## src/rtl/fc_layer_seq.sv

```systemverilog
// fc_layer_seq: time-multiplexed fully connected layer built on one signed MAC,
// with requantizing arithmetic shift and saturation. Optional ReLU stage: define FC_RELU_EN.
module fc_layer_seq #(
  parameter int N_IN  = 10,
  parameter int N_OUT = 10,
  parameter int DW    = 8,
  parameter int ACC_W = 24,
  parameter int SHIFT = 0
) (
  input  logic                     clk,
  input  logic                     reset,
  input  logic                     in_valid,
  output logic                     in_ready,
  input  logic [N_IN*DW-1:0]       in_data,
  input  logic [N_OUT*N_IN*DW-1:0] weights,
  input  logic [N_OUT*DW-1:0]      biases,
  output logic                     out_valid,
  input  logic                     out_ready,
  output logic [N_OUT*DW-1:0]      out_data,
  output logic                     busy
);

  localparam int IW = (N_IN  > 1) ? $clog2(N_IN)  : 1;
  localparam int OW = (N_OUT > 1) ? $clog2(N_OUT) : 1;
  localparam logic signed [ACC_W-1:0] SAT_MAX = {{(ACC_W-DW+1){1'b0}}, {(DW-1){1'b1}}};
  localparam logic signed [ACC_W-1:0] SAT_MIN = {{(ACC_W-DW+1){1'b1}}, {(DW-1){1'b0}}};

  typedef enum logic [1:0] {IDLE, COMPUTE, DONE} state_t;

  state_t                  state, state_next;
  logic [N_IN*DW-1:0]      x_q;
  logic [IW-1:0]           i_cnt;
  logic [OW-1:0]           o_cnt;
  logic signed [ACC_W-1:0] acc, acc_next, acc_sh, bias_ld;
  logic signed [DW-1:0]    x_cur, w_cur, bias_sel, y_sat, y_out;
  logic signed [2*DW-1:0]  prod;
  logic [N_OUT*DW-1:0]     out_q;
  logic                    i_last, o_last;
  int                      b_idx;

  always_ff @(posedge clk) begin
    if (reset) state <= IDLE;
    else       state <= state_next;
  end

  // A transfer occurs on a rising edge where valid && ready are both high;
  // in_ready and out_valid depend only on state, never combinationally on the peer.
  always_comb begin
    state_next = state;
    in_ready   = 1'b0;
    out_valid  = 1'b0;
    busy       = 1'b0;
    case (state)
      IDLE: begin
        in_ready = 1'b1;
        if (in_valid) state_next = COMPUTE;
      end
      COMPUTE: begin
        busy = 1'b1;
        if (i_last && o_last) state_next = DONE;
      end
      DONE: begin
        busy      = 1'b1;
        out_valid = 1'b1;
        if (out_ready) state_next = IDLE;
      end
      default: state_next = IDLE;
    endcase
  end

  always_comb begin
    i_last   = (i_cnt == IW'(N_IN - 1));
    o_last   = (o_cnt == OW'(N_OUT - 1));
    x_cur    = x_q[int'(i_cnt)*DW +: DW];
    w_cur    = weights[(int'(o_cnt)*N_IN + int'(i_cnt))*DW +: DW];
    prod     = x_cur * w_cur;
    acc_next = acc + {{(ACC_W-2*DW){prod[2*DW-1]}}, prod};
    acc_sh   = acc_next >>> SHIFT;
    // Bias is folded in at accumulator scale; after the last neuron nothing is reloaded.
    b_idx    = (state == COMPUTE && !o_last) ? int'(o_cnt) + 1 : 0;
    bias_sel = biases[b_idx*DW +: DW];
    bias_ld  = (state == COMPUTE && o_last) ? '0 : {{(ACC_W-DW){bias_sel[DW-1]}}, bias_sel};
    if (acc_sh > SAT_MAX)      y_sat = SAT_MAX[DW-1:0];
    else if (acc_sh < SAT_MIN) y_sat = SAT_MIN[DW-1:0];
    else                       y_sat = acc_sh[DW-1:0];
`ifdef FC_RELU_EN
    y_out = y_sat[DW-1] ? '0 : y_sat;
`else
    y_out = y_sat;
`endif
  end

  always_ff @(posedge clk) begin
    if (reset) begin
      x_q   <= '0;
      i_cnt <= '0;
      o_cnt <= '0;
      acc   <= '0;
      out_q <= '0;
    end else begin
      case (state)
        IDLE: begin
          if (in_valid) begin
            x_q   <= in_data;
            i_cnt <= '0;
            o_cnt <= '0;
            acc   <= bias_ld;
          end
        end
        COMPUTE: begin
          if (i_last) begin
            out_q[int'(o_cnt)*DW +: DW] <= y_out;
            acc   <= bias_ld;
            i_cnt <= '0;
            o_cnt <= o_last ? '0 : o_cnt + 1'b1;
          end else begin
            acc   <= acc_next;
            i_cnt <= i_cnt + 1'b1;
          end
        end
        default: ;
      endcase
    end
  end

  assign out_data = out_q;

endmodule

```

## config.mk

```make
export PLATFORM = sky130hd
export DESIGN_NAME = fc_layer_seq
export DESIGN_NICKNAME = d
export VERILOG_FILES = /design/src/rtl/fc_layer_seq.sv
export SDC_FILE = /design/constraint.sdc
export NUM_CORES = 1
export LEC_CHECK = 0
export CAP_MARGIN = 40
export CORE_AREA = 2 2 403 405
export CTS_BUF_LIST = sky130_fd_sc_hd__clkbuf_16
export CTS_CLUSTER_DIAMETER = 50
export DETAILED_ROUTE_END_ITERATION = 8
export DIE_AREA = 0 0 405 407
export GPL_TIMING_DRIVEN = 1
export PLACE_DENSITY_LB_ADDON = 0.12
export SLEW_MARGIN = 30
export SYNTH_ARGS = -nofsm -noshare
export SYNTH_HDL_FRONTEND = slang
export SYNTH_SLANG_ARGS = --single-unit
```

## constraint.sdc

```tcl
create_clock -name clk -period 11.2 [get_ports clk]
set_input_delay 2.24 -clock clk [delete_from_list [all_inputs] [get_ports clk]]
set_output_delay 2.24 -clock clk [all_outputs]
set_load 0.03 [all_outputs]
```

[Word level (Yosys, flattened, before mapping)]
Cells that the tools add are included.
Storage, ports and cells
  logic and storage cells: 62
  register bits after elaboration: 194
  input port bits: 964
  output and inout bits: 83
Cells by class
  $add $sub $neg: 6
  reductions and logical operators: 12
  $lt $le $gt $ge: 2
  multipliers: 2
  eq/ne operators: 8
  shifts and indexed selects: 5
  mux-type cells: 21
Operators with widths (number)
  $shiftx 800x13->8: 1
  $bwmux 80: 1
  $shift 8x33->80 const A: 1
  $shiftx 8x33->80: 1
  $shiftx 80x8->8: 1
  $shiftx 80x9->8: 1
  $mux 24: 3
  $pmux 24 s2: 1
  $neg 7->33: 1
  $add 24x24->24: 1
  $gt 24x8->1 const B: 1
  $lt 24x8->1 const B: 1
  $mul 8x8->16: 1
  $mux 4: 4
  $mux 8: 2
  $pmux 4 s2: 2
  $add 8x4->9: 1
  $add 4x1->4 const B: 2
  $eq 4x4->1 const B: 2
  $ne 2x2->1 const B: 4
  $mul 4x3->7 const B: 1
  $mux 2: 3
  $pmux 2 s3: 1
  $reduce_and 2->1: 3
  11 further kinds: 16

[Depth between registers and ports, before layout]
Gate-level depths: netlist of run 1.
  word-level depth: 10
  mapped depth: 43
  gate-level depth less buffers: 39

[Worst setup path before layout of run 1]
OpenSTA, ideal clock, no wires.
  path type: input to register
  start point: input port weights[413]
  end point: register out_q[11] (netlist: out_data[11])
  path slack: 539 ps
  buffers on the path: 1
  data arrival time: 10543 ps
  required time: 11083 ps
  stages on the path: 28
  setup time: 117 ps
  cell sequence: mux4_2 mux4_2 mux4_2 nor2_1 or3_1 clkbuf_1 nor2_1 fa_1 fa_1 fa_1 inv_1 fa_1 inv_1 ha_1 a2111oi_0 o211ai_1 nand2_1 o31ai_1 xnor2_1 ha_1 a21oi_1 nand2_1 a211o_1 nor3_1 nor3_1 or4_4 or4_4 a32o_1
Between the ends
  cells in the longest elaborated chain, start to end: 8
  elaborated cells on any way between the ends: 9
  those cells by class: add/sub (1); mul (1); order compare (2); shift (2); mux (3)
RTL lines
  start, declared: RTL line 15  | input logic [N_OUT*N_IN*DW-1:0] weights,
  $shiftx 800x13->8 (*): RTL line 75  | w_cur = weights[(int'(o_cnt)*N_IN + int'(i_cnt))*DW +: DW];
  $mul 8x8->16 (*): RTL line 76  | prod = x_cur * w_cur;
  $add 24x24->24 (*): RTL line 77  | acc_next = acc + {{(ACC_W-2*DW){prod[2*DW-1]}}, prod};
  $lt 24x8->1: RTL line 84  | else if (acc_sh < SAT_MIN) y_sat = SAT_MIN[DW-1:0];
  $mux 8: RTL line 84
  $mux 8 (*): RTL line 83  | if (acc_sh > SAT_MAX) y_sat = SAT_MAX[DW-1:0];
  $shiftx 8x33->80 (*): RTL line 112  | out_q[int'(o_cnt)*DW +: DW] <= y_out;
  $bwmux 80 (*): RTL line 112
  end signal, assigned by index: RTL line 112
  end, declared: RTL line 37  | logic [N_OUT*DW-1:0] out_q;
Mark *: on every way between the ends. The rest lies on a longest branch, timed or not.
A chain may end at the register's enable or synchronous reset.

[Worst setup path after layout of run 1]
  start point: input port weights[92]
  end point: register out_q[14] (netlist: out_data[14])
Same word-level chain as after synthesis.

==> results.ini, run 1 <==
[floorplanning]
pin_count=1047
initial_core_util=0.120
rows=147
dieArea_um2=165000
die_w_um=405
core_um2=160000
die_y_um=407

[detailed_routing]
vias_per_cell=3.93
vias=20700
drtAntennaViolNets=0
first_pass_iters=5
dr.first_iter.drc_count=950
wl_mm=139
post-route-drc-count=0
wl_per_cell_um=26.4

[timing]
finalSetupTns_ns=0
maxSlewViolCount=0
skew_ns=0.0176
period_minus_slack_ns=10.81
setup-violations-final=0
timing.final.crit_share=0.965
max_slew_margin=0.497
hold_violations=0
worst_pin_slew_ns=0.755
max_freq_mhz=92.5

[clocking]
cts_max_path_buffers=2
cts_tree=yes
clock-sinks=194
clk_pin_slew_ns=0.09
insertion_delay_ns=0.50
clockRootBuffer=clkbuf_16
htreeDepth=4
cts_buffers=17

[min_path]
holdCritPathClass=flop to flop
worstHoldPathCells=2

[logic_synthesis]
synth_area_um2=19200
ys_types=75
ys.flop_type=dfxtp_1
synth-edff-count=0
synth_area_leaders=mux4_2, dfxtp_1, fa_1
synth_commonest_cells=nand2_1, mux4_2, dfxtp_1, nor2_1, a21oi_1
yosysMostFrequentCell=nand2_1
ys_warn_count=0
yosysSeqAreaShare=0.202
yosys_register_bits=194
netlist_instances=1919
synthesis.nets=3012
synth_top_area_frac=0.325
syn_avg_cell_area_um2=10.0
async_flop_share=0
synth_largest_area_cell=mux4_2

[run]
cap_violations=0

[global_route]
grt_pass1_wl_mm=184
grt_max_degree=63
track_usage=0.162
first_global_vias=21700
antenna_found_initial=76
overflow=0

[setup_path]
crit_arrival_ns=11.20
crit_required_ns=11.60
slowest_delay_ns=0.58
cpMaxStageDelayCell=or4_4
cp-start-kind=input port
crit_type=input port to flop
reg2regPathDepth=34
crit_fanout=7
critPathCaptureType=flop

[place]
dp_hpwl_mm=122
io_buffers=1046
gp_congestion=0.881

[power]
vdd_drop_max_uv=318
leakage_uw=0.0123
finalPower_uw=9790
power.density_nw_per_um2=282

[layout]
layout-drive-gt1-share=0.196
final_util=0.216
finalNetCount=4167
area_growth_pct=80.5

[run_status]
status=finished clean

-- kinds of logic after synthesis --
logic type               share of synthesized area
multiplexers                                 0.360
flip-flops                                   0.202
adder cells (fa/ha/maj)                      0.107
XOR/XNOR                                    0.0158
AO/OA/AOI/OAI                                0.119
AND/OR/NAND/NOR                              0.135
buffers and inverters                       0.0614
-- cell type report --
class,count,area (um2)
inverter,122,458
clock inverter,15,189
clock buffer,17,425
tap,2160,2700
fill,17500,126000
antenna,11,27.5
sequential,194,3890
multi-input combinational,1469,14500
timing repair buffer,1270,12500
-- repair_timing --
action	in CTS	in global routing
setup buffers	0	3
hold buffers	0	0
hold endpoints to repair	0	0
setup endpoints to repair	70	80
gates resized for setup	19	46
pin swaps	0	15
-- power breakdown --
group	leakage (uW)	internal (uW)	switching [uW]
sequential	0.00158	755	48.0
clock	0.000295	304	359
combinational	0.0105	4050	4270
total	0.0123	5110	4680
-- critical path, delay by kind of cell --
kind                     cells  cell delay [ns]
buffers and inverters        7             1.23
XOR/XNOR                     1             0.28
AND/OR/NAND/NOR              7             1.92
adder cells (fa/ha/maj)      6             2.60
AO/OA/AOI/OAI                8             1.41
multiplexers                 3             1.52
-- worst paths after layout --
check	from	end	slack (ns)
setup / recovery	weights[92]	out_data[14]$_SDFFE_PP0P_	0.39
hold / removal	x_q[23]$_SDFFE_PP0P_	x_q[23]$_SDFFE_PP0P_	0.45
setup reg to reg	o_cnt[1]$_SDFFE_PP0P_	out_data[14]$_SDFFE_PP0P_	1.00
hold reg to reg	x_q[23]$_SDFFE_PP0P_	x_q[23]$_SDFFE_PP0P_	0.45
-- metrics by stage --
step,instances,cell area [um2],hold slack [ns],worst slack (ns)
6_report,5258,34700,0.453,0.394
2_1_floorplan,1919,19200,0.433,0.539
5_1_grt,5254,34700,0.469,-0.0111
3_5_place_dp,5211,33800,0.444,-0.916
4_1_cts,5243,34400,0.455,0.0212
3_3_place_gp,5207,33700,0.440,-0.824
-- registers in the layout, summed over array words and instances (netlist names) --
signal    cells
acc          24
i_cnt         4
o_cnt         4
out_data     80
state         2
x_q          80
-- cells in the final DEF, fill, tap and decap left out, types with 5 or more instances in the layout --
cell type,netlist,final
mux2i_1,66,63
and3_1,10,10
dfxtp_1,194,193
clkbuf_16,0,17
ha_1,70,69
o21ai_2,1,5
clkdlybuf4s50_1,0,1039
fa_1,59,58
xor2_1,11,8
a21oi_1,132,126
clkinv_8,0,7
o22ai_1,19,19
nand3_1,23,22
nor3_1,25,24
xnor2_1,19,19
buf_12,0,28
nor2b_1,17,17
o211ai_1,10,10
diode_2,0,11
nor2_2,0,5
nand4_1,8,8
and2_1,7,6
o21ai_0,86,77
o21ai_1,2,7
nand2b_1,21,21
nor2_1,160,155
nand2_1,284,283
inv_1,119,119
mux4_2,277,277
or3_1,11,10
o22a_1,7,7
buf_4,6,195
a21o_1,15,15
a211oi_1,44,41
-- routing by layer --
metal | share of wire | global-route usage | vias up | wire length, um
met5 | 0.0022 | 0 | - | 304
met4 | 0.012 | 0.0259 | 50 | 1690
met3 | 0.071 | 0.0489 | 134 | 9790
met2 | 0.50 | 0.283 | 702 | 69500
met1 | 0.41 | 0.199 | 10300 | 57300
li1 | - | - | 9494 | -
No activity file was read; power rests on OpenSTA's default activity.
==> inputs of run 2 (changes only) <==
- ABC_CLOCK_PERIOD_IN_PS: unset -> 11200
- CORE_AREA: 2 2 403 405 -> 2 2 402 404
- DIE_AREA: 0 0 405 407 -> 0 0 404 406
- DONT_BUFFER_PORTS: unset -> 1
==> run 2 against run 1 <==
Net effect: first-iteration DRC count grew 16%; sequential share of layout area grew 5.2 points; final area is 31% lower; highest routed layer unchanged; count of clock-buffer cells in the layout is the same.
==> results.ini, run 2 (synthesis gave the netlist of run 1 again) <==
[setup_path]
crit_arrival_ns=11.09
critPathTopFamily=adder cells
cpMaxStageDelayCell=mux4_2
crit_path_end=out_data[22]$_SDFFE_PP0P_
startpoint=weights[541]
crit_fanout=8
cp.depth=33
r2r-start=o_cnt[1]$_SDFFE_PP0P_
path_buf_inv=6
r2r-end=out_data[22]$_SDFFE_PP0P_
reg2regPathDepth=39
critPathCaptureType=flop
slowest_delay_ns=0.64
reg2reg_slack_ns=0.90
cp-start-kind=input port
crit_type=input port to flop
crit_required_ns=11.59

[clocking]
cts_setup_buffers=0
cts_buffers=17
cts_max_path_buffers=2
insertion_delay_ns=0.52
htreeDepth=4
clockRootBuffer=clkbuf_16
clk_pin_slew_ns=0.09
clock-sinks=194
cts_tree=yes

[detailed_routing]
first_pass_iters=4
vias_per_cell=4.09
dr.first_iter.drc_count=1102
drtAntennaViolNets=0
vias=16900
wl_mm=117
post-route-drc-count=0
wl_per_cell_um=28.4

[global_route]
use_met3=0.0418
track_usage=0.137
grt_pass1_wl_mm=154
first_global_vias=17600
met2_usage=0.216
grt_use_met1=0.182
grt_max_degree=152
antenna_found_initial=68
overflow=0
grt-busiest-layer=met2

[floorplanning]
core_um2=160000
die_w_um=404
pin_count=1047
dieArea_um2=164000
die_y_um=406
initial_core_util=0.120
rows=147

[timing]
timing.final.crit_share=0.955
max_slew_margin=0.465
setup-violations-final=0
rsz0062_at_grt=yes
hold_violations=0
period_minus_slack_ns=10.70
maxSlewViolCount=0
worst_pin_slew_ns=0.803
fin_ws_ns=0.503
max_freq_mhz=93.5
skew_ns=0.0257

[place]
place_area_um2=23000
io_buffers=0
gp_congestion=0.915
dp_hpwl_mm=102
pre_cts_ws_ns=-0.752

[min_path]
holdCritPathClass=flop to flop

[power]
vdd_drop_max_uv=305
power.density_nw_per_um2=380
leakage_uw=0.00804

[layout]
finalNetCount=3093
area_growth_pct=23.6
design_area_um2=23700
layout-drive-gt1-share=0.274
layout_common_cells=nand2_1, mux4_2, dfxtp_1, buf_4, nor2_1
layout_commonest_cell=nand2_1

[run_status]
status=finished clean

[run]
cap_violations=0

## run 2: cell types whose count changed in the layout (fill, tap and decap cells not counted), moves of 3 or more
| cell | previous run | this run |
|---|---|---|
| clkdlybuf4s50_1 | 1039 | 0 |
| buf_4 | 195 | 172 |
| diode_2 | 11 | 33 |
| buf_12 | 28 | 20 |
| a21oi_1 | 126 | 132 |
| a21oi_2 | 4 | 0 |
| dlymetal6s2s_1 | 4 | 0 |
| mux2i_1 | 63 | 59 |
| mux2i_4 | 0 | 4 |
| o21ai_0 | 77 | 81 |
| nor2_1 | 155 | 158 |
| nor2_2 | 5 | 2 |
| o21ai_2 | 5 | 2 |
## run 2: layer usage
layer  share of wire  vias to the layer above
li1                -                     7366
met1            0.44                     8560
met2            0.46                      823
met3           0.079                      133
met4           0.024                       36
met5          0.0020                        -
## run 2: layout make-up
cell class / instances / area (um2)
diodes: 33 / 82.6
clock buffers: 17 / 425
clock inverters: 15 / 183
fillers: 17900 / 136000
inverters: 122 / 458
multi-input cells: 1469 / 14300
flip-flops and latches: 194 / 3890
well taps: 2086 / 2610
repair buffers: 196 / 1770
## run 2: metrics by stage
| step | TNS [ns] | hold slack, ns | total power [uW] | util | cells |
|---|---|---|---|---|---|
| 2_1_floorplan | 0 | 0.433 | 4690 | - | 1919 |
| 3_3_place_gp | -55.91 | 0.444 | 8420 | 0.143 | 4061 |
| 3_5_place_dp | -51.28 | 0.445 | 8410 | 0.144 | 4067 |
| 4_1_cts | 0 | 0.457 | 9150 | 0.148 | 4099 |
| 5_1_grt | -0.0110 | 0.470 | 9900 | 0.148 | 4115 |
| 6_report | 0 | 0.455 | 9010 | 0.149 | 4132 |
## run 2: worst min path at each step
stage                    startpoint  cells past startpoint                   end
2_1_floorplan  x_q[16]$_SDFFE_PP0P_                      2  x_q[16]$_SDFFE_PP0P_
3_3_place_gp   x_q[42]$_SDFFE_PP0P_                      2  x_q[42]$_SDFFE_PP0P_
3_5_place_dp   x_q[60]$_SDFFE_PP0P_                      2  x_q[60]$_SDFFE_PP0P_
4_1_cts        x_q[22]$_SDFFE_PP0P_                      2  x_q[22]$_SDFFE_PP0P_
5_1_grt        x_q[45]$_SDFFE_PP0P_                      2  x_q[45]$_SDFFE_PP0P_
6_report       x_q[22]$_SDFFE_PP0P_                      2  x_q[22]$_SDFFE_PP0P_
## run 2: tightest hold or removal path, stage by stage (launching register included)
cell     delay [ns]
dfxtp_1        0.31
nand2_1        0.05
a21oi_1        0.05
## run 2: where the power goes
group | internal (uW) | switching [uW] | total, uW | leakage (uW)
logic | 3480 | 4070 | 7550 | 0.00617
registers | 755 | 44.7 | 800 | 0.00158
clock network | 304 | 362 | 666 | 0.000292
## run 2: repair_timing
item / in CTS / in global routing
hold buffers: 0 / 0
resized for setup: 6 / 19
endpoints found under the hold margin: 0 / 0
endpoints found under the setup margin: 66 / 81
==> inputs of run 3 (changes only) <==
- SLEW_MARGIN: 30 -> 40
==> run 3 against run 2 <==
Net effect: flip-flop and latch count is the same; die area is the same; maximum frequency grew 0.39%; clock power grew 4.8%; via count shrank 0.97%; hold slack gained 0.0028 ns; critical path depth is the same; register-to-register slack is essentially flat; critical path type unchanged; critical endpoint unchanged; largest cell class unchanged; highest routed layer unchanged.
==> results.ini, run 3 (synthesis gave the netlist of run 1 again) <==
[global_route]
overflow=0
grt_use_met1=0.178
grt-busiest-layer=met2
antenna_found_initial=67
grt_max_degree=152
first_global_vias=17700
use_met3=0.0467
track_usage=0.137
grt_pass1_wl_mm=154
met2_usage=0.219

[detailed_routing]
wl_per_cell_um=28.4
first_pass_iters=5
wl_mm=117
vias_per_cell=4.06
drtAntennaViolNets=0
post-route-drc-count=0
dr.first_iter.drc_count=1181
vias=16800

[clocking]
insertion_delay_ns=0.52
clock-sinks=194
cts_setup_buffers=0
clockRootBuffer=clkbuf_16
cts_max_path_buffers=2
cts_tree=yes
htreeDepth=4
clk_pin_slew_ns=0.09
hold_buffers=0
cts_buffers=17

[setup_path]
crit_type=input port to flop
crit_fanout=8
crit_required_ns=11.60
crit_arrival_ns=11.05
cp-start-kind=input port
critPathCaptureType=flop
critPathTopFamily=adder cells
slowest_delay_ns=0.62
path_buf_inv=6
cpMaxStageDelayCell=mux4_2

[place]
io_buffers=0
dp_hpwl_mm=102
pre_cts_ws_ns=-0.774
gp_congestion=0.915

[timing]
worst_pin_slew_ns=0.876
fin_ws_ns=0.545
rsz0062_at_grt=no
timing.final.crit_share=0.951
skew_ns=0.0260
period_minus_slack_ns=10.66
max_freq_mhz=93.9
setup-violations-final=0
hold_violations=0
max_slew_margin=0.416
hold_ws_ns=0.457
maxSlewViolCount=0

[layout]
final_util=0.149
fillers=17900
area_growth_pct=23.8
seqCellArea_um2=3890
layout-drive-gt1-share=0.277
multiInputGateArea_um2=14400
finalNetCount=3088
layout_commonest_cell=nand2_1
layout_common_cells=nand2_1, mux4_2, dfxtp_1, buf_4, nor2_1

[run]
cap_violations=0

[floorplanning]
core_um2=160000
dieArea_um2=164000
die_w_um=404
die_y_um=406
rows=147
initial_core_util=0.120
pin_count=1047

[power]
vdd_drop_max_uv=532
leakage_uw=0.00804
power.density_nw_per_um2=386

[run_status]
status=finished clean

[min_path]
holdCritPathClass=flop to flop

run 3: cell count changes in the layout (fill, tap and decap cells not counted), sizes merged:
cell	delta
diode	-1
buf	-5
inv	+3
clkinv	-2
clkinvlp	-1
run 3: report_power, final:
| part | total [uW] | switching (uW) | internal [uW] |
|---|---|---|---|
| Clock | 698 | 382 | 316 |
| Sequential | 800 | 44.7 | 755 |
| Combinational | 7680 | 4160 | 3520 |
run 3: final timing paths:
check | start | end | slack, ns | cells after the start
setup reg to reg | o_cnt[1]$_SDFFE_PP0P_ | out_data[22]$_SDFFE_PP0P_ | 0.91 | 39
setup / recovery | weights[541] | out_data[22]$_SDFFE_PP0P_ | 0.54 | 33
hold / removal | x_q[31]$_SDFFE_PP0P_ | x_q[31]$_SDFFE_PP0P_ | 0.46 | 2
hold reg to reg | x_q[31]$_SDFFE_PP0P_ | x_q[31]$_SDFFE_PP0P_ | 0.46 | 2
run 3: metal layers:
| metal | up-vias | wire [um] |
|---|---|---|
| li1 | 7368 | - |
| met1 | 8410 | 50000 |
| met2 | 803 | 54200 |
| met3 | 133 | 10600 |
| met4 | 40 | 2250 |
| met5 | - | 261 |
run 3: timing repair:
| item | in CTS | in global routing |
|---|---|---|
| setup endpoints to repair | 69 | 81 |
| resized for setup | 10 | 25 |
| pin swaps | 0 | 1 |
run 3: worst register-to-register path: cells and delay by family, from the launching register on:
kind | cells | cell delay [ns]
xor gates and xnor gates | 2 | 0.50
DFF | 1 | 0.43
muxes | 2 | 0.85
AOI/OAI and AO/OA | 10 | 2.17
adders and majority gates | 7 | 3.10
buffers and inverters | 11 | 1.70
and+or+nand+nor | 7 | 1.41
run 3: layout make-up:
class                           count  area share
Antenna cell                       32     0.00337
Clock buffer                       17      0.0179
Clock inverter                     15     0.00937
Inverter                          122      0.0193
Multi-Input combinational cell   1469       0.605
Sequential cell                   194       0.164
Tap cell                         2086       0.110
Timing Repair Buffer              191      0.0715
run 3: per-stage QoR:
| stage | std cells | instance area (um2) | setup TNS [ns] | power (uW) |
|---|---|---|---|---|
| 4_1_cts | 4094 | 23600 | 0 | 9200 |
| 6_report | 4126 | 23800 | 0 | 9180 |
| 2_1_floorplan | 1919 | 19200 | 0 | 4690 |
| 3_5_place_dp | 4062 | 22900 | -53.40 | 8400 |
| 5_1_grt | 4107 | 23700 | 0 | 10000 |
| 3_3_place_gp | 4061 | 22800 | -55.91 | 8420 |
